$ cat src/rtl/rf_ctrl_pkg.sv
// Shared types and constants for the register-file write arbiter.
// The clear sequencer in rf_write_arbiter is built only when RF_CLEAR_EN is defined.
package rf_ctrl_pkg;

  // Controller modes: normal arbitration, or sweeping the register file to zero.
  typedef enum logic {
    RUN   = 1'b0,
    CLEAR = 1'b1
  } state_e;

  // Number of write requesters when the instantiating code does not say otherwise.
  localparam int NREQ_DEFAULT = 2;

  // Round-robin successor of a granted index: one past it, wrapping at n.
  function automatic int rr_next(input int idx, input int n);
    return (idx >= n - 1) ? 0 : idx + 1;
  endfunction

endpackage

$ cat src/rtl/rr_arbiter.sv
// Round-robin search: grants the first requesting index at or after ptr,
// wrapping around to index 0. Purely combinational, one-hot (or zero) grant.
module rr_arbiter
  import rf_ctrl_pkg::*;
#(
  parameter int  NREQ = NREQ_DEFAULT,
  localparam int PW   = $clog2(NREQ)
) (
  input  logic [NREQ-1:0] req,
  input  logic [PW-1:0]   ptr,
  output logic [NREQ-1:0] grant
);

  logic [NREQ-1:0] upper_mask;
  logic [NREQ-1:0] req_hi;
  logic [NREQ-1:0] grant_hi;
  logic [NREQ-1:0] grant_lo;

  // Indices at or above the pointer are searched first.
  for (genvar gi = 0; gi < NREQ; gi++) begin : g_mask
    assign upper_mask[gi] = (ptr <= PW'(gi));
  end

  assign req_hi = req & upper_mask;

  // Isolate the lowest set bit of each candidate vector (x & -x).
  assign grant_hi = req_hi & (~req_hi + NREQ'(1));
  assign grant_lo = req & (~req + NREQ'(1));

  // Prefer the wrapped-free candidate; fall back to the lowest requester overall.
  always_comb begin
    grant = (|req_hi) ? grant_hi : grant_lo;
  end

endmodule

$ cat src/rtl/rf_write_arbiter.sv
// Register-file write arbiter: NREQ requesters compete round-robin for a single
// registered write port. Writes to address 0 are accepted but suppressed.
// Optional feature: define RF_CLEAR_EN to zero addresses 1..Nloc-1 after reset.
module rf_write_arbiter
  import rf_ctrl_pkg::*;
#(
  parameter int  Nloc  = 32,
  parameter int  Dbits = 32,
  parameter int  NREQ  = NREQ_DEFAULT,
  localparam int AW    = $clog2(Nloc),
  localparam int GW    = $clog2(NREQ)
) (
  input  logic                  clock,
  input  logic                  reset_n,
  input  logic [NREQ-1:0]       req_valid,
  input  logic [NREQ*AW-1:0]    req_addr,
  input  logic [NREQ*Dbits-1:0] req_data,
  output logic [NREQ-1:0]       req_ready,
  output logic                  rf_wr,
  output logic [AW-1:0]         rf_WriteAddr,
  output logic [Dbits-1:0]      rf_WriteData,
  output logic [GW-1:0]         grant_id,
  output logic                  clearing
);

`ifdef RF_CLEAR_EN
  localparam state_e RESET_STATE = CLEAR;
`else
  localparam state_e RESET_STATE = RUN;
`endif

  state_e            state_q, state_d;
  logic [GW-1:0]     ptr_q, ptr_d;
  logic              wr_q, wr_d;
  logic [AW-1:0]     addr_q, addr_d;
  logic [Dbits-1:0]  data_q, data_d;
  logic [GW-1:0]     gid_q, gid_d;

  logic [NREQ-1:0]   grant;
  logic [GW-1:0]     grant_idx;
  logic [AW-1:0]     sel_addr;
  logic [Dbits-1:0]  sel_data;
  logic              run_en;
  logic              xfer;

  rr_arbiter #(
    .NREQ (NREQ)
  ) u_rr_arbiter (
    .req   (req_valid),
    .ptr   (ptr_q),
    .grant (grant)
  );

  // Ready is gated by reset so nothing looks accepted while reset is held.
  assign run_en    = reset_n && (state_q == RUN);
  assign req_ready = run_en ? grant : '0;
  assign xfer      = |req_ready;

  // Encode the one-hot grant to an index and pick that requester's payload.
  always_comb begin
    grant_idx = '0;
    for (int i = 0; i < NREQ; i++) begin
      if (grant[i]) grant_idx = GW'(i);
    end
  end

  assign sel_addr = req_addr[grant_idx*AW +: AW];
  assign sel_data = req_data[grant_idx*Dbits +: Dbits];

  // Pointer advances past the winner only when a transfer actually happens.
  always_comb begin
    ptr_d = ptr_q;
    if (xfer) ptr_d = GW'(rr_next(int'(grant_idx), NREQ));
  end

`ifdef RF_CLEAR_EN
  logic [AW-1:0] cnt_q, cnt_d;

  // Clear address counter; restarts at 1 whenever reset is applied.
  always_ff @(posedge clock or negedge reset_n) begin
    if (!reset_n) cnt_q <= AW'(1);
    else          cnt_q <= cnt_d;
  end

  assign clearing = reset_n && (state_q == CLEAR);
`else
  assign clearing = 1'b0;
`endif

  // Next-state and next-output logic; the write strobe defaults to idle
  // while address, data and grant id hold their last values.
  always_comb begin
    state_d = state_q;
    wr_d    = 1'b0;
    addr_d  = addr_q;
    data_d  = data_q;
    gid_d   = gid_q;
`ifdef RF_CLEAR_EN
    cnt_d   = cnt_q;
`endif
    case (state_q)
      RUN: begin
        if (xfer) begin
          wr_d   = (sel_addr != '0);
          addr_d = sel_addr;
          data_d = sel_data;
          gid_d  = grant_idx;
        end
      end
      CLEAR: begin
`ifdef RF_CLEAR_EN
        wr_d   = 1'b1;
        addr_d = cnt_q;
        data_d = '0;
        cnt_d  = cnt_q + AW'(1);
        if (cnt_q == AW'(Nloc - 1)) state_d = RUN;
`else
        state_d = RUN;
`endif
      end
      default: state_d = RUN;
    endcase
  end

  // State, pointer and registered write port; reset drops any pending write.
  always_ff @(posedge clock or negedge reset_n) begin
    if (!reset_n) begin
      state_q <= RESET_STATE;
      ptr_q   <= '0;
      wr_q    <= 1'b0;
      addr_q  <= '0;
      data_q  <= '0;
      gid_q   <= '0;
    end else begin
      state_q <= state_d;
      ptr_q   <= ptr_d;
      wr_q    <= wr_d;
      addr_q  <= addr_d;
      data_q  <= data_d;
      gid_q   <= gid_d;
    end
  end

  assign rf_wr        = wr_q;
  assign rf_WriteAddr = addr_q;
  assign rf_WriteData = data_q;
  assign grant_id     = gid_q;

endmodule

$ cat config.mk
export PLATFORM = sky130hd
export DESIGN_NAME = rf_write_arbiter
export DESIGN_NICKNAME = d
export VERILOG_FILES = /design/src/rtl/rf_ctrl_pkg.sv /design/src/rtl/rr_arbiter.sv /design/src/rtl/rf_write_arbiter.sv
export SDC_FILE = /design/constraint.sdc
export NUM_CORES = 1
export LEC_CHECK = 0
export CAP_MARGIN = 10
export CORE_UTILIZATION = 45
export CTS_CLUSTER_DIAMETER = 40
export CTS_CLUSTER_SIZE = 30
export DETAILED_ROUTE_END_ITERATION = 12
export DONT_BUFFER_PORTS = 1
export HOLD_SLACK_MARGIN = 0.08
export SLEW_MARGIN = 10
export SYNTH_ARGS = -nofsm -noshare
export SYNTH_HDL_FRONTEND = slang
export SYNTH_SLANG_ARGS = --single-unit
$ cat constraint.sdc
create_clock -name clock -period 1.29 [get_ports clock]
set_input_delay 0.258 -clock clock [delete_from_list [all_inputs] [get_ports clock]]
set_output_delay 0.258 -clock clock [all_outputs]
set_load 0.05 [all_outputs]
==> metrics.txt <==
# TYPE chip_impl_metric gauge
chip_impl_info{name="worst_r2r_startpoint",value="ptr_q$_DFFE_PN0P_"} 1
chip_impl_info{name="startpoint_type",value="flop"} 1
chip_impl_metric{name="cts_buf_count",unit=""} 5
chip_impl_info{name="timing.critical_path.cells",value="and2b_4 -> o21ai_4 -> inv_8 -> buf_12"} 1
chip_impl_metric{name="initial_core_util",unit="%"} 46.8
chip_impl_metric{name="leakagePower",unit="nW"} 1.10
chip_impl_metric{name="path_max_fanout",unit=""} 3
chip_impl_metric{name="layout-drive-gt1-share",unit="%"} 34.8
chip_impl_metric{name="clock-skew-final",unit="ps"} 1.56
chip_impl_metric{name="cp.depth",unit=""} 4
chip_impl_metric{name="largest_net_degree_at_the_start_of_global_routing",unit=""} 41
chip_impl_metric{name="port_buffers",unit=""} 0
chip_impl_info{name="outcome",value="complete, but fails checks"} 1
chip_impl_metric{name="pwr-share-seq",unit="%"} 39.9
chip_impl_metric{name="finish.net_count",unit=""} 278
chip_impl_metric{name="ant_nets",unit=""} 0
chip_impl_metric{name="dr.pass1.iters",unit=""} 6
chip_impl_info{name="timing_worst_setup_path_type",value="flop to output pin"} 1
chip_impl_metric{name="number_of_setup_violations_in_the_final_report",unit=""} 36
chip_impl_metric{name="synth.lib_cells_used.distinct",unit=""} 26
chip_impl_metric{name="synth_seq_area_share",unit="%"} 53.5
chip_impl_metric{name="maxClockFrequency",unit="GHz"} 0.653
chip_impl_metric{name="pin_count",unit=""} 120
chip_impl_metric{name="critPathBufInv",unit=""} 2
chip_impl_metric{name="setup_ws",unit="ps"} -242
chip_impl_metric{name="synth-seq-cells",unit=""} 40
chip_impl_metric{name="grt_use_total",unit="%"} 20.8
chip_impl_metric{name="report.final.hold_viol_count",unit=""} 0
chip_impl_metric{name="die_ht",unit="microns"} 66.5
chip_impl_metric{name="final.fill_count",unit=""} 342
chip_impl_info{name="rsz_0062_raised_after_global_routing",value="true"} 1
chip_impl_info{name="cts_root_buffer",value="clkbuf_8"} 1
chip_impl_metric{name="yosys.area_share.adder",unit="%"} 0
chip_impl_metric{name="floorplan.die.width",unit="microns"} 66.5
chip_impl_metric{name="compound_cell_area_share_of_the_yosys_netlist",unit="%"} 25.0
chip_impl_info{name="critical_path.reg2reg.endpoint",value="rf_WriteData[8]$_DFFE_PN0P_"} 1
chip_impl_info{name="most_frequent_standard_cell_in_the_layout_excluding_fill_and_tap_cells",value="buf_4"} 1
chip_impl_metric{name="ir_worst_vdd",unit="mV"} 0.877
chip_impl_metric{name="maxCapViolCount",unit=""} 0
chip_impl_metric{name="swShare",unit="%"} 37.2
chip_impl_metric{name="dpl.hpwl",unit="mm"} 3.15
chip_impl_metric{name="detail_route.wl_per_cell",unit="microns"} 18.7
chip_impl_info{name="startpoint",value="ptr_q$_DFFE_PN0P_"} 1
chip_impl_metric{name="num_vias",unit=""} 1494
chip_impl_metric{name="deepest_clock_path_buffer_count",unit=""} 2
chip_impl_metric{name="final-seq-area",unit="sq um"} 1000
chip_impl_metric{name="postRouteWirelength",unit="mm"} 4.69
chip_impl_info{name="critical_path.endpoint_type",value="output pin"} 1
chip_impl_metric{name="core_region_area",unit="sq um"} 4000
chip_impl_metric{name="htreeDepth",unit=""} 2
chip_impl_metric{name="worst_setup_hold_path_clk_slew",unit="ps"} 70
chip_impl_metric{name="synth.net_count",unit=""} 232
chip_impl_info{name="final_cell_mix",value="43 x buf_4, 40 x dfrtp_1, 32 x and2_1"} 1
chip_impl_metric{name="share_clk_of_total_power",unit="%"} 26.2
chip_impl_metric{name="grt_remaining_overflow",unit=""} 0
chip_impl_metric{name="area_of_the_multi_input_gates",unit="sq um"} 759
chip_impl_metric{name="timing.final.max_slew_violations",unit=""} 0
chip_impl_metric{name="clock_latency",unit="ps"} 280
chip_impl_metric{name="slowest_delay",unit="ps"} 350
chip_impl_metric{name="power_density",unit="nW/um^2"} 1740
chip_impl_info{name="worstSetupEndpoint",value="req_ready[0]"} 1
chip_impl_metric{name="vias_in_the_first_global_route",unit=""} 1374
chip_impl_metric{name="grt_antenna_before_repair",unit=""} 0
chip_impl_metric{name="period_minus_slack",unit="ps"} 1530
chip_impl_metric{name="xor_and_xnor_area_share_after_synthesis",unit="%"} 0
chip_impl_metric{name="period_share",unit="%"} 119
chip_impl_metric{name="avgSynthCellArea",unit="sq um"} 12.2
chip_impl_info{name="cts_tree",value="built"} 1
chip_impl_info{name="timing.hold.worst.class",value="input port to flop"} 1
chip_impl_info{name="crit_path_top_delay_cell",value="dfrtp_1"} 1
chip_impl_metric{name="yosysWarningCount",unit=""} 0
chip_impl_metric{name="gp_routability_congestion",unit=""} 0.769
chip_impl_metric{name="layout-area-overhead-vs-synth",unit="%"} 28.8
chip_impl_metric{name="num_antenna_cells",unit=""} 0
chip_impl_metric{name="route.detailed.drc",unit=""} 0
chip_impl_metric{name="total_switching_power",unit="mW"} 1.56
chip_impl_metric{name="r2r_slack",unit="ps"} -220
chip_impl_metric{name="worstPathRequired",unit="ps"} 1030
chip_impl_metric{name="pre_cts_slack",unit="ps"} -189
chip_impl_metric{name="routed_via_density",unit=""} 5.95
chip_impl_info{name="worst_path_dominant_cell_family",value="flip-flops"} 1
chip_impl_metric{name="power_frac_comb",unit="%"} 34.0
chip_impl_metric{name="postSynthCellCount",unit=""} 154
chip_impl_metric{name="reg2reg_depth",unit=""} 5
chip_impl_metric{name="placement_rows",unit=""} 23
chip_impl_metric{name="cp_data_arrival_time",unit="ps"} 1270
chip_impl_metric{name="grt_pass1_wl",unit="mm"} 6.64
chip_impl_metric{name="share_of_synthesized_area_spent_on_multiplexers",unit="%"} 0
chip_impl_metric{name="synth_area",unit="sq um"} 1870
chip_impl_info{name="violations",value="setup timing"} 1
chip_impl_metric{name="drt_iter0_drc",unit=""} 62
chip_impl_metric{name="yosys.area_share.simple",unit="%"} 14.8
chip_impl_metric{name="power.total",unit="mW"} 4.19
chip_impl_metric{name="p_int",unit="mW"} 2.64
chip_impl_metric{name="clock_sink_count",unit=""} 40
chip_impl_metric{name="fin_setup_tns",unit="ps"} -6690
chip_impl_info{name="synth_top_family_by_area",value="compound AO/OA/AOI/OAI gates"} 1
chip_impl_metric{name="die_area",unit="sq um"} 4420
==> kinds of logic after synthesis <==
logic type | Yosys count
flops | 40
simple gates | 45
buf+inv | 15
compound gates | 53
other cells | 1
==> final cells by class <==
class                   count  share of cell area [%]
clock buffers               7                    4.00
clock inverters             1                    1.25
inverters                   3                   0.778
multi-input cells          99                    31.5
flip-flops and latches     40                    41.5
well taps                  50                    2.59
repair buffers             49                    17.2
repair inverters            2                    1.14
==> flip-flops by register name (all words and copies together), names as in the netlist <==
register / count
ptr_q: 1
grant_id: 1
rf_wr: 1
rf_WriteData: 32
rf_WriteAddr: 5
==> synthesized netlist by cell type (all sizes together) <==
master	n	area (sq um)
dfrtp	40	1000
a221o	32	324
and2	32	200
buf	9	97.6
o21ai	8	55.1
nor2	7	26.3
a21oi	5	25.0
a31oi	5	31.3
clkbuf	3	11.3
inv	3	13.8
nor3	2	21.3
a21o	1	8.76
and2b	1	10.0
conb	1	3.75
nand2	1	3.75
o21a	1	15.0
o2bb2ai	1	8.76
or2b	1	7.51
or4	1	7.51
==> worst min path at each step <==
stage / to / cells after the start / startpoint / slack (ps)
global route: rf_WriteData[14]$_DFFE_PN0P_ / 1 / req_data[46] / 100
detailed placement: rf_WriteData[12]$_DFFE_PN0P_ / 0 / reset_n / -40
CTS: rf_WriteData[20]$_DFFE_PN0P_ / 1 / req_data[52] / 100
floorplan: grant_id$_DFFE_PN0P_ / 0 / reset_n / -40
global placement: rf_WriteData[12]$_DFFE_PN0P_ / 0 / reset_n / -40
finish: rf_WriteData[20]$_DFFE_PN0P_ / 1 / req_data[52] / 110
==> through the flow <==
step / cell area (sq um) / util, % / hold WS, ps / instances
global route: 2410 / 60.3 / 105 / 251
finish: 2410 / 60.3 / 114 / 251
CTS: 2410 / 60.2 / 100 / 251
detailed placement: 2180 / 54.5 / -36.1 / 235
global placement: 2180 / 54.5 / -36.6 / 235
floorplan: 1890 / - / -37.6 / 154
==> routing by layer <==
layer,track usage (%),vias to the layer above,routed length (microns)
li1,-,670,-
met1,26.6,732,1900
met2,34.1,83,2370
met3,5.14,9,347
met4,7.71,0,67
met5,0,-,0
==> timing repair <==
item	CTS	global route
gates cloned	2	0
hold buffers	2	0
setup endpoints to repair	36	38
resized for setup	9	1
pin swaps	4	1
setup buffers	4	0
endpoints found under the hold margin	40	0
==> power by group through the flow <==
stage	Sequential [mW]	Combinational (mW)	Clock [mW]
detailed placement	1.70	1.35	0
finish	1.67	1.42	1.10
global placement	1.69	1.33	0
global route	1.70	1.50	1.17
CTS	1.67	1.43	1.12
floorplan	2.25	0.420	0
Note: power is estimated with default switching activity, not from simulation.
